===== config.mk =====
export PLATFORM = sky130hd
export DESIGN_NAME = lsu_mem_master_flat
export DESIGN_NICKNAME = d
export VERILOG_FILES = /design/src/rtl/lsu_mem_master_if.sv /design/src/rtl/lsu_mem_master.sv /design/src/flat_wrapper.sv
export SDC_FILE = /design/constraint.sdc
export NUM_CORES = 1
export LEC_CHECK = 0
export CAP_MARGIN = 25
export CORE_ASPECT_RATIO = 0.8
export CORE_MARGIN = 8
export CORE_UTILIZATION = 45
export DETAILED_ROUTE_END_ITERATION = 16
export PLACE_DENSITY = 0.82
export SLEW_MARGIN = 40
export SYNTH_ARGS = -nofsm -noshare
export SYNTH_HDL_FRONTEND = slang
export SYNTH_SLANG_ARGS = --single-unit

===== constraint.sdc =====
create_clock -name clk -period 3.89 [get_ports clk]
set_clock_uncertainty 0.1 [all_clocks]
set_input_delay 1.167 -clock clk [delete_from_list [all_inputs] [get_ports clk]]
set_output_delay 1.167 -clock clk [all_outputs]
set_load 0.1 [all_outputs]

===== src/rtl/lsu_mem_master_if.sv =====
// Word-addressed data-memory port between the LSU initiator and the memory responder.
// The initiator drives request/address/enables/data; the responder returns ack and read data.
interface lsu_mem_master_if;
  logic        MemReq;
  logic        MemWe;
  logic [31:0] MemAddr;
  logic [3:0]  MemByteEn;
  logic [31:0] MemWData;
  logic        MemAck;
  logic [31:0] MemRData;

  modport master (
    output MemReq, MemWe, MemAddr, MemByteEn, MemWData,
    input  MemAck, MemRData
  );

  modport slave (
    input  MemReq, MemWe, MemAddr, MemByteEn, MemWData,
    output MemAck, MemRData
  );
endinterface


===== src/rtl/lsu_mem_master.sv =====
// LSU memory initiator: turns one MEM-stage load/store into a byte-enabled word request,
// stalls the pipeline until ack or timeout, and returns extended load data.
module lsu_mem_master #(
  parameter int unsigned TIMEOUT_CYC = 64
) (
  input  logic        clk,
  input  logic        reset,
  input  logic        LsValid,
  input  logic        LsIsStore,
  input  logic [1:0]  LsSize,
  input  logic        LsSignExt,
  input  logic [31:0] LsAddr,
  input  logic [31:0] LsWData,
  output logic        LsStall,
  output logic        LsDone,
  output logic [31:0] LsRData,
  output logic        LsAdEL,
  output logic        LsAdES,
  output logic        LsBusErr,
  lsu_mem_master_if.master mem
);

  localparam int CW = (TIMEOUT_CYC > 2) ? $clog2(TIMEOUT_CYC) : 1;
  localparam logic [CW-1:0] CNT_MAX = CW'(TIMEOUT_CYC - 1);

  typedef enum logic [1:0] {
    IDLE = 2'd0,
    REQ  = 2'd1,
    DONE = 2'd2
  } state_t;

  state_t        state;
  logic [CW-1:0] cnt;
  logic [1:0]    q_size;
  logic          q_sext;
  logic [1:0]    q_lo;

  logic          legal;
  logic [3:0]    be_n;
  logic [31:0]   wd_n;
  logic [31:0]   rd_fmt;
  logic [15:0]   half;
  logic [7:0]    byte_l;

  always_comb begin
    legal = 1'b0;
    be_n  = 4'b0000;
    wd_n  = 32'h0;
    unique case (LsSize)
      2'b00: begin
        legal = (LsAddr[1:0] == 2'b00);
        be_n  = 4'b1111;
        wd_n  = LsWData;
      end
      2'b01: begin
        legal = ~LsAddr[0];
        be_n  = LsAddr[1] ? 4'b1100 : 4'b0011;
        wd_n  = {2{LsWData[15:0]}};
      end
      2'b10: begin
        legal = 1'b1;
        be_n  = 4'b0001 << LsAddr[1:0];
        wd_n  = {4{LsWData[7:0]}};
      end
      default: begin
        legal = 1'b0;
      end
    endcase
  end

  // Lane select uses the address latched at accept, not the live pipeline input.
  always_comb begin
    half   = q_lo[1] ? mem.MemRData[31:16] : mem.MemRData[15:0];
    byte_l = 8'h0;
    unique case (q_lo)
      2'b00: byte_l = mem.MemRData[7:0];
      2'b01: byte_l = mem.MemRData[15:8];
      2'b10: byte_l = mem.MemRData[23:16];
      default: byte_l = mem.MemRData[31:24];
    endcase
    rd_fmt = mem.MemRData;
    unique case (q_size)
      2'b01:   rd_fmt = {{16{q_sext & half[15]}}, half};
      2'b10:   rd_fmt = {{24{q_sext & byte_l[7]}}, byte_l};
      default: rd_fmt = mem.MemRData;
    endcase
  end

  always_comb begin
    LsStall = (state == REQ) || (state == IDLE && LsValid && legal);
    LsAdEL  = (state == IDLE) && LsValid && !legal && !LsIsStore;
    LsAdES  = (state == IDLE) && LsValid && !legal && LsIsStore;
  end

  always_ff @(posedge clk or negedge reset) begin
    if (!reset) begin
      state         <= IDLE;
      cnt           <= '0;
      q_size        <= 2'b00;
      q_sext        <= 1'b0;
      q_lo          <= 2'b00;
      mem.MemReq    <= 1'b0;
      mem.MemWe     <= 1'b0;
      mem.MemAddr   <= 32'h0;
      mem.MemByteEn <= 4'h0;
      mem.MemWData  <= 32'h0;
      LsRData       <= 32'h0;
      LsDone        <= 1'b0;
      LsBusErr      <= 1'b0;
    end else begin
      LsDone   <= 1'b0;
      LsBusErr <= 1'b0;
      unique case (state)
        IDLE: begin
          if (LsValid && legal) begin
            q_size        <= LsSize;
            q_sext        <= LsSignExt;
            q_lo          <= LsAddr[1:0];
            mem.MemReq    <= 1'b1;
            mem.MemWe     <= LsIsStore;
            mem.MemAddr   <= {LsAddr[31:2], 2'b00};
            mem.MemByteEn <= be_n;
            mem.MemWData  <= wd_n;
            cnt           <= '0;
            state         <= REQ;
          end
        end
        REQ: begin
          // Ack has priority over a coincident timeout.
          if (mem.MemAck) begin
            mem.MemReq <= 1'b0;
            if (!mem.MemWe) LsRData <= rd_fmt;
            LsDone     <= 1'b1;
            cnt        <= '0;
            state      <= DONE;
          end else if (cnt == CNT_MAX) begin
            mem.MemReq <= 1'b0;
            LsBusErr   <= 1'b1;
            cnt        <= '0;
            state      <= DONE;
          end else begin
            cnt <= cnt + 1'b1;
          end
        end
        DONE: begin
          state <= IDLE;
        end
        default: begin
          state <= IDLE;
        end
      endcase
    end
  end

endmodule


===== src/flat_wrapper.sv =====
// flat-port wrapper written by rule: the top's interface ports become plain ports
module lsu_mem_master_flat 
#(
  parameter int unsigned TIMEOUT_CYC = 64
)
  (clk, reset, LsValid, LsIsStore, LsSize, LsSignExt, LsAddr, LsWData, LsStall, LsDone, LsRData, LsAdEL, LsAdES, LsBusErr, mem_MemReq, mem_MemWe, mem_MemAddr, mem_MemByteEn, mem_MemWData, mem_MemAck, mem_MemRData);
  lsu_mem_master_if mem_i ();
  input  logic clk;
  input  logic reset;
  input  logic LsValid;
  input  logic LsIsStore;
  input  logic [1:0] LsSize;
  input  logic LsSignExt;
  input  logic [31:0] LsAddr;
  input  logic [31:0] LsWData;
  output logic LsStall;
  output logic LsDone;
  output logic [31:0] LsRData;
  output logic LsAdEL;
  output logic LsAdES;
  output logic LsBusErr;
  output wire logic [$bits(mem_i.MemReq)-1:0] mem_MemReq;
  output wire logic [$bits(mem_i.MemWe)-1:0] mem_MemWe;
  output wire logic [$bits(mem_i.MemAddr)-1:0] mem_MemAddr;
  output wire logic [$bits(mem_i.MemByteEn)-1:0] mem_MemByteEn;
  output wire logic [$bits(mem_i.MemWData)-1:0] mem_MemWData;
  input wire logic [$bits(mem_i.MemAck)-1:0] mem_MemAck;
  input wire logic [$bits(mem_i.MemRData)-1:0] mem_MemRData;
  assign mem_MemReq = mem_i.MemReq;
  assign mem_MemWe = mem_i.MemWe;
  assign mem_MemAddr = mem_i.MemAddr;
  assign mem_MemByteEn = mem_i.MemByteEn;
  assign mem_MemWData = mem_i.MemWData;
  assign mem_i.MemAck = mem_MemAck;
  assign mem_i.MemRData = mem_MemRData;
  lsu_mem_master #(.TIMEOUT_CYC(TIMEOUT_CYC)) u_core (.clk(clk), .reset(reset), .LsValid(LsValid), .LsIsStore(LsIsStore), .LsSize(LsSize), .LsSignExt(LsSignExt), .LsAddr(LsAddr), .LsWData(LsWData), .LsStall(LsStall), .LsDone(LsDone), .LsRData(LsRData), .LsAdEL(LsAdEL), .LsAdES(LsAdES), .LsBusErr(LsBusErr), .mem(mem_i));
endmodule

; ---- Word level (Yosys, flattened, before mapping)
; Cells that the tools add are included.
[word_totals]
register_bits = 115
output_inout_bits = 107
elab_cells = 72
[op_classes]
addsub = 1
eq_ne = 10
shifts = 1
mux = 24
bitwise_logic = 4
n_reduce_logical = 19
[ops]
columns = cell, n
row1 = $pmux 32 s3, 1
row2 = $pmux 32 s2, 1
row3 = $pmux 8 s3, 1
row4 = $mux 6, 3
row5 = $mux 16, 1
row6 = $pmux 4 s3, 1
row7 = $pmux 6 s2, 1
row8 = $eq 2x1->1 const B, 4
row9 = $logic_not 2->1, 4
row10 = $mux 1, 8
row11 = $add 6x1->6 const B, 1
row12 = $eq 2x2->1 const B, 3
row13 = $eq 6x6->1 const B, 1
row14 = $logic_and 1x1->1, 6
row15 = $mux 2, 3
row16 = $reduce_and 2->1, 3
row17 = $reduce_and 3->1, 2
row18 = $mux 4, 1
row19 = $pmux 2 s2, 1
row20 = $shl 1x2->4 const A, 1
row21 = $ne 3x3->1 const B, 1
row22 = $pmux 1 s3, 1
row23 = $and 1x1->1, 2
row24 = $logic_not 1->1, 2
row25 = 5 further kinds, 6

; ---- Logic depth before layout (Yosys ltp)
[depth]
word_depth = 5
mapped_depth = 8
ltp_nobuf = 6

; ---- Least setup slack after synthesis
; Ideal clock, no wire load.
[synth_timing]
kind = input to output
start = input LsSize[1]
end = output LsAdEL
t_arrival_ns = 3.297
required_time_ns = 2.623
path_slack_ns = -0.674
cell_stages = 7
path_cell_list = buf_6 nor2b_1 buf_2 a21oi_4 clkbuf_1 nand2_1 nor2_1
[synth_between]
elab_chain_cells = 5
[synth_lines]
columns = item, line
row1 = from (decl), flat_wrapper.sv:12  ; input logic [1:0] LsSize;
row2 = $eq 2x2->1 (tied with other cells), lsu_mem_master.sv:49  ; unique case (LsSize)
row3 = $pmux 1 s3 (*), lsu_mem_master.sv:49
row4 = $logic_not 1->1 (*), lsu_mem_master.sv:91  ; LsAdEL = (state == IDLE) && LsValid && !legal && !LsIsStore;
row5 = $logic_and 1x1->1 (*) (2 in a row), lsu_mem_master.sv:91
row6 = to (decl), flat_wrapper.sv:19  ; output logic LsAdEL;
; Mark *: on every way between the ends. The rest lies on a longest branch, timed or not.

; ---- Worst setup path after layout
[layout_timing]
start = input LsSize[1]
end = output LsStall
[layout_between]
elab_chain_cells = 4
[layout_lines]
columns = item, line
row1 = $eq 2x2->1 (tied with other cells), lsu_mem_master.sv:49
row2 = $pmux 1 s3 (*), lsu_mem_master.sv:49
row3 = $logic_and 1x1->1 (*), lsu_mem_master.sv:90  ; LsStall = (state == REQ) || (state == IDLE && LsValid && legal);
row4 = $logic_or 1x1->1 (*), lsu_mem_master.sv:90
row5 = to (decl), flat_wrapper.sv:16  ; output logic LsStall;
; Marks and branches as above.

==> results.json <==
{
  "status": "finished clean",
  "cp_cell_sequence": "clkdlybuf4s50_1, nor2b_4, a21oi_4, or2_1, nand2_2, buf_12",
  "final_net_count": 835,
  "worstPathMaxFanout": 7,
  "min_from": "u_core.LsRData[1]",
  "syn2layout_area_growth_pct": 46.5,
  "multi_input_area_sq_mm": 0.00246,
  "synth-xor-area-share_pct": 0.629,
  "initial_core_util_pct": 46.0,
  "ant_nets": 0,
  "synth_flop_cell": "dfrtp_1",
  "clk_pin_slew_worst_paths_ps": 50,
  "avgSynthCellArea_sq_um": 10.7,
  "layout-drive-gt1-share_pct": 30.2,
  "grt-ovfl-total": 0,
  "mostFrequentLayoutCell": "buf_4",
  "synth.distinct_cells": 46,
  "drv_slew": 0,
  "yosys-mux-area-fraction_pct": 17.0,
  "timing.rr.start": "u_core.q_lo[1]",
  "rows": 36,
  "dieArea_sq_mm": 0.0162,
  "port_buffers": 208,
  "r2r_end": "u_core.LsRData[15]",
  "grt_max_degree": 70,
  "yosys_register_bits": 115,
  "startpoint_type": "input port",
  "boundaryPins": 211,
  "synth_fa_ha_area_share_pct": 0.673,
  "crit_arrival_ps": 2540,
  "route.vias.total": 4954,
  "min_to": "u_core.LsRData[1]",
  "synth_compound_area_share_pct": 12.9,
  "via_per_inst": 5.55,
  "period_needed_ps": 3810,
  "synth_area_leaders": "dfrtp_1 52%, mux2_2 9.5%, nand2_1 5.2%",
  "rrSetupSlack_ps": 1480,
  "reg2reg_depth": 4,
  "numCtsBuffers": 17,
  "critPathRequiredTime_ps": 2620,
  "diodes": 0,
  "die_y_um": 116,
  "drt_iter0_drc": 390,
  "htree_levels": 4,
  "clockRootBuffer": "clkbuf_16",
  "gp_congestion": 0.861,
  "leakage_uw": 0.00379,
  "slowest_delay_ps": 560,
  "clk_path_buf_depth": 2,
  "route.detailed.drc": 0,
  "cts.sinks": 115,
  "cts_tree": "done",
  "grt_setup_unrepaired": "no",
  "post_drt_wl_per_cell_um": 20.1,
  "yosysTopAreaCell": "dfrtp_1",
  "finalHoldViolCount": 0,
  "antenna_found_initial": 0,
  "synth-edff-count": 0,
  "final_cell_mix": "119 x buf_4, 115 x dfrtp_1, 101 x clkdlybuf4s50_1, 76 x nand2_1, 56 x o21ai_0",
  "end_kind": "primary output",
  "power_density_mw_per_mm2": 961,
  "vdd_ir_drop_max_uv": 630,
  "synthCells": 521,
  "synth_top_family_by_area": "multiplexers",
  "place_area_sq_mm": 0.00758,
  "whs_ps": 390,
  "synth-simple-area-share_pct": 12.3,
  "seq_area_sq_mm": 0.00288,
  "yosysSeqAreaShare_pct": 51.6,
  "wirelength_mm": 18.0,
  "core_area_sq_mm": 0.0121,
  "crit_slowest_cell": "clkdlybuf4s50_1",
  "die_w_um": 140,
  "drt-pass1-iter-count": 5,
  "worst_pin_slew_ps": 763,
  "crit_type": "input port to primary output",
  "yosysWarnings": 0,
  "min_path_cells": 2,
  "ys_async_sr_fraction_pct": 100,
  "grt_pass1_vias": 5381,
  "slew_headroom_pct": 49.0,
  "grt_usage_pct": 22.1,
  "fmax_mhz": 262,
  "netlist.area_leader.share_pct": 51.6,
  "hold_path_class": "register to register",
  "num-fill-cells": 877,
  "setup_viol": 0,
  "max_cap_viol_count": 0,
  "worstSkewPairLatency_ps": 400,
  "grt_pass1_wl_mm": 28.5,
  "dp.final_hpwl_mm": 12.9,
  "final_area_sq_mm": 0.00817,
  "synth.cell_area_sq_mm": 0.00557,
  "period_share_pct": 98.0
}
timing repair:
action,CTS,global route
hold buffers,0,0
gates cloned,0,0
buffers inserted,0,1
hold endpoints to repair,0,0
resized for setup,1,3
setup endpoints to repair,1,3
pin swaps,0,1
synth_stat cells (3+ instances only):
| master | n |
|---|---|
| o311ai_1 | 3 |
| a32o_1 | 3 |
| a32oi_1 | 7 |
| o21ai_0 | 56 |
| clkbuf_1 | 20 |
| mux2_2 | 47 |
| mux2_4 | 16 |
| dfrtp_1 | 115 |
| ha_1 | 3 |
| o31ai_1 | 7 |
| nand2_1 | 77 |
| nor2_1 | 11 |
| nand2b_1 | 6 |
| xnor2_1 | 3 |
| mux2i_1 | 18 |
| inv_1 | 16 |
| a22oi_1 | 8 |
| o22a_1 | 6 |
| nor2b_1 | 9 |
| nand3_1 | 36 |
| o22ai_1 | 5 |
| buf_6 | 5 |
| a21oi_1 | 5 |
| buf_2 | 11 |
area by class of cell:
class	instances	area share [%]
multi-input combinational	352	30.2
tap	152	2.33
clock inverter	10	1.01
sequential	115	35.2
clock buffer	22	5.81
inverter	16	0.736
timing repair buffer	226	24.7
critical path: cells and delay by family:
family | cells | cell delay, ps
buf+inv | 2 | 740
simple gates | 3 | 550
compound gates | 1 | 70
power breakdown:
part	internal, uW	switching [uW]	leakage (uW)
registers	1590	290	0.00143
logic	1010	3490	0.00209
clock network	921	546	0.000271
total	3520	4330	0.00379
state kept, by name, summed over array words and instances, names as in the netlist:
register,cells
u_core.cnt,6
u_core.mem.MemWData,32
u_core.q_sext,1
u_core.LsDone,1
u_core.mem.MemWe,1
u_core.mem.MemByteEn,4
u_core.LsBusErr,1
u_core.mem.MemReq,1
u_core.mem.MemAddr,30
u_core.q_size,2
u_core.state,2
u_core.q_lo,2
u_core.LsRData,32
cells by family (layout without fill, tap and decap cells):
logic type	Yosys count	in the layout
xor gates and xnor gates	4	4
AOI/OAI and AO/OA	112	112
adders and majority gates	3	3
muxes	81	81
buffers and inverters	55	274
DFF	115	115
and+or+nand+nor	150	150
other	1	2
routing by layer:
metal	vias to the layer above	routed length (um)	global-route usage (%)
li1	2261	-	-
met1	2414	7280	26.1
met2	259	8450	35.9
met3	20	2010	9.67
met4	0	250	6.78
met5	-	0	0
stage by stage:
| stage | cells | total power, uW | utilization, % | TNS [ps] | setup WS [ps] |
|---|---|---|---|---|---|
| after floorplan | 522 | 5300 | - | 0 | 54.1 |
| after global placement | 860 | 6320 | 62.6 | 0 | 42.5 |
| after detailed placement | 860 | 6390 | 62.6 | -36.7 | -36.7 |
| after CTS | 892 | 7880 | 67.2 | -0.793 | -0.793 |
| after global routing | 893 | 8120 | 67.4 | 0 | 18.4 |
| final | 893 | 7850 | 67.4 | 0 | 79.5 |
worst max-delay path by stage:
| stage | startpoint | endpoint | slack [ps] | cells after the start |
|---|---|---|---|---|
| after floorplan | LsSize[1] | LsAdEL | 50 | 7 |
| after global placement | LsSize[1] | LsStall | 40 | 6 |
| final | LsSize[1] | LsStall | 80 | 6 |
| after CTS | LsSize[0] | LsAdEL | -0.8 | 6 |
| after global routing | LsValid | LsStall | 20 | 5 |
| after detailed placement | LsSize[1] | LsStall | -40 | 6 |
Note: power is estimated with default switching activity, not from simulation.
==> RTL edit 1: new RTL, config.mk and constraints unchanged <==
`TIMEOUT_CYC` is set to 64 in 2 places; all go to 32.
--- a/src/rtl/lsu_mem_master.sv
+++ b/src/rtl/lsu_mem_master.sv
@@ -2,5 +2,5 @@
 // stalls the pipeline until ack or timeout, and returns extended load data.
 module lsu_mem_master #(
-  parameter int unsigned TIMEOUT_CYC = 64
+  parameter int unsigned TIMEOUT_CYC = 32
 ) (
   input  logic        clk,
--- a/src/flat_wrapper.sv
+++ b/src/flat_wrapper.sv
@@ -2,5 +2,5 @@
 module lsu_mem_master_flat 
 #(
-  parameter int unsigned TIMEOUT_CYC = 64
+  parameter int unsigned TIMEOUT_CYC = 32
 )
   (clk, reset, LsValid, LsIsStore, LsSize, LsSignExt, LsAddr, LsWData, LsStall, LsDone, LsRData, LsAdEL, LsAdES, LsBusErr, mem_MemReq, mem_MemWe, mem_MemAddr, mem_MemByteEn, mem_MemWData, mem_MemAck, mem_MemRData);
Check against the original RTL: same outputs for any inputs over 4 cycles, from zero or initial values and one cycle with reset low; that may be too few to reach the edited logic, so the function may still have changed.
==> RTL edit 1 against the unedited design <==
Register-to-register slack improved by 0.17 ns; highest routed layer unchanged; design area about the same; wire length decreased by 5.7%; worst setup slack improved by 0.013 ns; sequential cell count decreased by 1; synthesized cell count increased by 1.9%; area after synthesis decreased by 0.94%; global-route usage decreased by 1.0 points; final cell count increased by 0.90%; fmax increased by 0.33%.
Power is left out: the tool's default activity adds up to more than one toggle a clock period on the data nets, which glitch-free logic cannot reach.
==> RTL edit 1: results (changes against the unedited design) <==
| Metric | Value |
|---|---|
| Yosys warns | `0 (unchanged)` |
| Status | `completed` |
| Routed WL | `17000 um (-5.7%)` |
| Clock Latency Late Sink | `0.40 ns (about the same)` |
| Worst path max stage delay | `0.52 ns (-0.04 ns)` |
| Port buffer count | `208 (unchanged)` |
| First-pass GRT wire length | `27100 um (-4.8%)` |
| Cell Area, Placed | `0.00753 mm2 (-0.68%)` |
| Cts bufs inserted | `17 (unchanged)` |
| Clock buffer depth | `2 (unchanged)` |
| Maximum net fanout on the critical path | `5 (-2)` |
| Initial DRC Count | `396 (+1.5%)` |
| # diodes | `0 (unchanged)` |
| TritonRoute pass-1 iters | `5 (unchanged)` |
| Initial antenna violation count | `0 (unchanged)` |
| Residual DRC | `0 (unchanged)` |
| Total GRT Usage | `0.211 (-0.00996)` |
| Hold Crit Class | `reg -> reg` |
| Top Registers | `u_core.LsRData (32), u_core.mem.MemWData (32), u_core.mem.MemAddr (30)` |
| Slowest stage cell on the critical path | `clkdlybuf4s50_1` |
| Sequential area share after synthesis | `0.517 (about the same)` |
| Gpl congestion | `0.838 (-2.8%)` |
| Share of cells above drive strength 1 | `0.298 (-0.00456)` |
| Most common cell in the netlist | `dfrtp_1` |
| CTS root buffer | `clkbuf_16` |
| Via count | `4906 (-0.97%)` |
| Slew Limit Headroom | `0.527 (+0.0371)` |
| Pin count of the biggest net entering global routing | `62 (-11%)` |
| CP bufs+invs | `3 (+1)` |
| DP HPWL | `12400 um (-3.8%)` |
| Post-synth cell types | `43 (-6.5%)` |
| Final #Nets | `845 (+1.2%)` |
| Pre-CTS WS | `0.0397 ns (+0.0764 ns)` |
| Synth async-reset ratio | `1.00 (unchanged)` |
| Clock slew at reported path FFs | `0.05 ns (about the same)` |
| Critical Path AT | `2.53 ns (about the same)` |
| Number of global-route vias before repair | `5055 (-6.1%)` |
| Critical path's top delay family | `buffers and inverters` |
| Post-CTS Setup Repair Bufs | `0 (unchanged)` |
| Synth area leaders | `dfrtp_1, mux2_2, o21ai_0` |
| Synth top cells by count | `dfrtp_1, nand2_1, o21ai_0` |
| H-tree depth | `4 (unchanged)` |
-- RTL edit 1: cell types whose count changed after synthesis, sizes merged, moves of 2 or more --
cell    unedited run  this run
a32o               3         0
nor3b              1         3
nor3               3         5
mux2              63        61
o21ai             58        63
o311ai             3         0
xnor2              3         1
nor2              12        21
a21oi              6        14
o22a               6         0
mux2i             18        22
o221ai             2         0
-- RTL edit 1: worst register-to-register path, delay by kind of cell, from the launching register on --
family                     cells  cell delay [ns]
AOI/OAI and AO/OA              2             0.13
adders and majority gates      2             0.44
and+or+nand+nor                3             1.08
DFF                            1             0.41
-- RTL edit 1: layer usage --
layer	routed length, um	global-route usage
met5	0	0
met4	181	0.0556
met3	1480	0.0788
met2	8100	0.337
met1	7200	0.266
-- RTL edit 1: logic make-up after synthesis --
family / after synthesis / share of synthesized area
fa+ha+maj: 4 / 0.00906
compound gates: 114 / 0.124
flops: 114 / 0.517
xor+xnor: 1 / 0.00159
buf+inv: 53 / 0.0453
simple gates: 161 / 0.136
mux: 83 / 0.167
other cells: 1 / 0.000679
-- RTL edit 1: metrics by stage --
stage               std cells  hold slack, ns   util
finish                    901           0.395  0.676
global route              901           0.422  0.676
CTS                       901           0.398  0.676
detailed placement        870           0.378  0.624
global placement          870           0.375  0.624
floorplan                 532           0.393      -
-- RTL edit 1: timing repair --
item / CTS / global route
hold buffers: 0 / 0
resized for setup: 0 / 1
endpoints found under the setup margin: 0 / 1
-- RTL edit 1: path summary, 6_finish.rpt --
| path | startpoint | slack, ns | endpoint | cells after the start |
|---|---|---|---|---|
| setup / recovery | LsSize[1] | 0.09 | LsStall | 6 |
| hold / removal | u_core.LsRData[25] | 0.39 | u_core.LsRData[25] | 2 |
| setup reg to reg | u_core.cnt[0] | 1.65 | u_core.cnt[3] | 7 |
| hold reg to reg | u_core.LsRData[25] | 0.39 | u_core.LsRData[25] | 2 |
| max in group asynchronous | reset | 2.21 | u_core.mem.MemAddr[30] | 2 |
| min in group asynchronous | reset | 0.71 | u_core.mem.MemByteEn[0] | 1 |
-- RTL edit 1: layout make-up --
type / instances / area [um2]
clock inverter: 8 / 125
fill: 910 / 3910
sequential: 114 / 2850
tap: 152 / 190
inverter: 15 / 56.3
multi-input combinational: 365 / 2440
timing repair buffer: 224 / 2000
clock buffer: 23 / 498
==> RTL edit 2: new RTL, config.mk and constraints unchanged <==
Made on the original files. Reset style: synchronous (`reset`), changed in one clocked block.
--- a/src/rtl/lsu_mem_master.sv
+++ b/src/rtl/lsu_mem_master.sv
@@ -93,5 +93,5 @@
   end
 
-  always_ff @(posedge clk or negedge reset) begin
+  always_ff @(posedge clk) begin
     if (!reset) begin
       state         <= IDLE;
Check against the original RTL: differs if reset is asserted again (counterexample within 4 cycles, from zero or initial values and one cycle with reset low); with reset held inactive, the same outputs for 4 cycles.
==> RTL edit 2 against the unedited design <==
Register-to-register slack better by 0.09 ns; global-route usage up 1.1 points; design area down 3.5%; wire length up 5.3%; area after synthesis down 3.5%; worst setup slack worse by 0.015 ns; sequential cell count unchanged.
Power is not compared: it rests on default switching activity, and its combinational part moved more than twofold at a synthesized area within 25%.
==> RTL edit 2: results (changes against the unedited design) <==
| Metric | Value |
|---|---|
| Synth area leaders | `dfxtp_1, a21oi_1, o21ai_0` |
| Grt met3 use | `0.0801 (-0.0166)` |
| Reg2Reg Capture Point | `u_core.LsRData[27]` |
| Pin count of the biggest net entering global routing | `74 (+5.7%)` |
| GR Layer Usage met2 | `0.371 (+0.0124)` |
| ClkCell Share | `0.0749 (+0.00676)` |
| Number of multi-input logic gates | `464 (+32%)` |
| First-pass GRT wire length | `30000 um (+5.6%)` |
| Inverter count | `5 (-11)` |
| Data buffer area share | `0.258 (+0.0105)` |
| R2R setup slack | `1.57 ns (+0.09 ns)` |
| Overall power | `3.78 mW` |
| Min-Delay Endpoint | `u_core.mem.MemReq` |
| Final #Nets | `939 (+12%)` |
| Dpl cells | `961 (+12%)` |
| Post-synthesis mux area share | `0.0547 (-0.116)` |
| Gpl congestion | `0.862 (about the same)` |
| Pre-CTS WS | `0.0157 ns (+0.0524 ns)` |
| Synth Area in Compound Gates | `0.280 (+0.151)` |
| Post-synth cell types | `47 (+2.2%)` |
| Multi-input gate share of total cell area | `0.349 (+0.0478)` |
| Fin crit period | `3.83 ns (+0.0148 ns)` |
| Synth async-reset ratio | `0 (-1.00)` |
| Met1 GRT Util | `0.276 (+0.0147)` |
| TritonRoute pass-1 iters | `7 (+2)` |
| Final Hold Slack | `0.367 ns (-0.0223 ns)` |
| Hold path depth | `1 (-1)` |
| Sequential area share after synthesis | `0.428 (-0.0882)` |
| Reg2Reg Launch Point | `u_core.q_lo[1]` |
| Crit path to | `LsAdES` |
| Clkbuf count | `23 (+4.5%)` |
| Worst-Margin Slew | `0.748 ns (-0.0152 ns)` |
| Via count | `5778 (+17%)` |
| Initial DRC Count | `564 (+45%)` |
| Status | `completed` |
| Synth top cells by count | `a21oi_1, dfxtp_1, o21ai_0` |
| Worst path max stage delay | `0.49 ns (-0.07 ns)` |
| Maximum net fanout on the critical path | `4 (-3)` |
| Number of global-route vias before repair | `5573 (+3.6%)` |
| Critical hold path startpoint | `u_core.mem.MemReq` |
| Area of the multi-input gates | `0.00275 mm2 (+12%)` |
RTL edit 2: changes by cell type in the layout (fill, tap and decap cells not counted), moves of 14 or more:
| cell | unedited run | this run |
|---|---|---|
| a211oi_1 | 0 | 22 |
| a21oi_1 | 5 | 126 |
| dfrtp_1 | 115 | 0 |
| dfxtp_1 | 0 | 115 |
| mux2_2 | 47 | 9 |
| mux2_4 | 16 | 0 |
| nand2_1 | 76 | 36 |
| nand3_1 | 36 | 50 |
| nand3b_1 | 0 | 16 |
| o211ai_1 | 0 | 14 |
| o21ai_0 | 56 | 75 |
RTL edit 2: routing by layer:
layer | wire length [um] | vias up | part of all wire
met1 | 7540 | 2744 | 0.40
met3 | 1530 | 43 | 0.081
met5 | 0 | - | 0
met4 | 650 | 0 | 0.034
met2 | 9220 | 252 | 0.49
li1 | - | 2739 | -
RTL edit 2: repair_timing:
action / 4_1_cts / 5_1_grt
gates resized for setup: 1 / 3
endpoints found under the setup margin: 1 / 3
cloned: 0 / 0
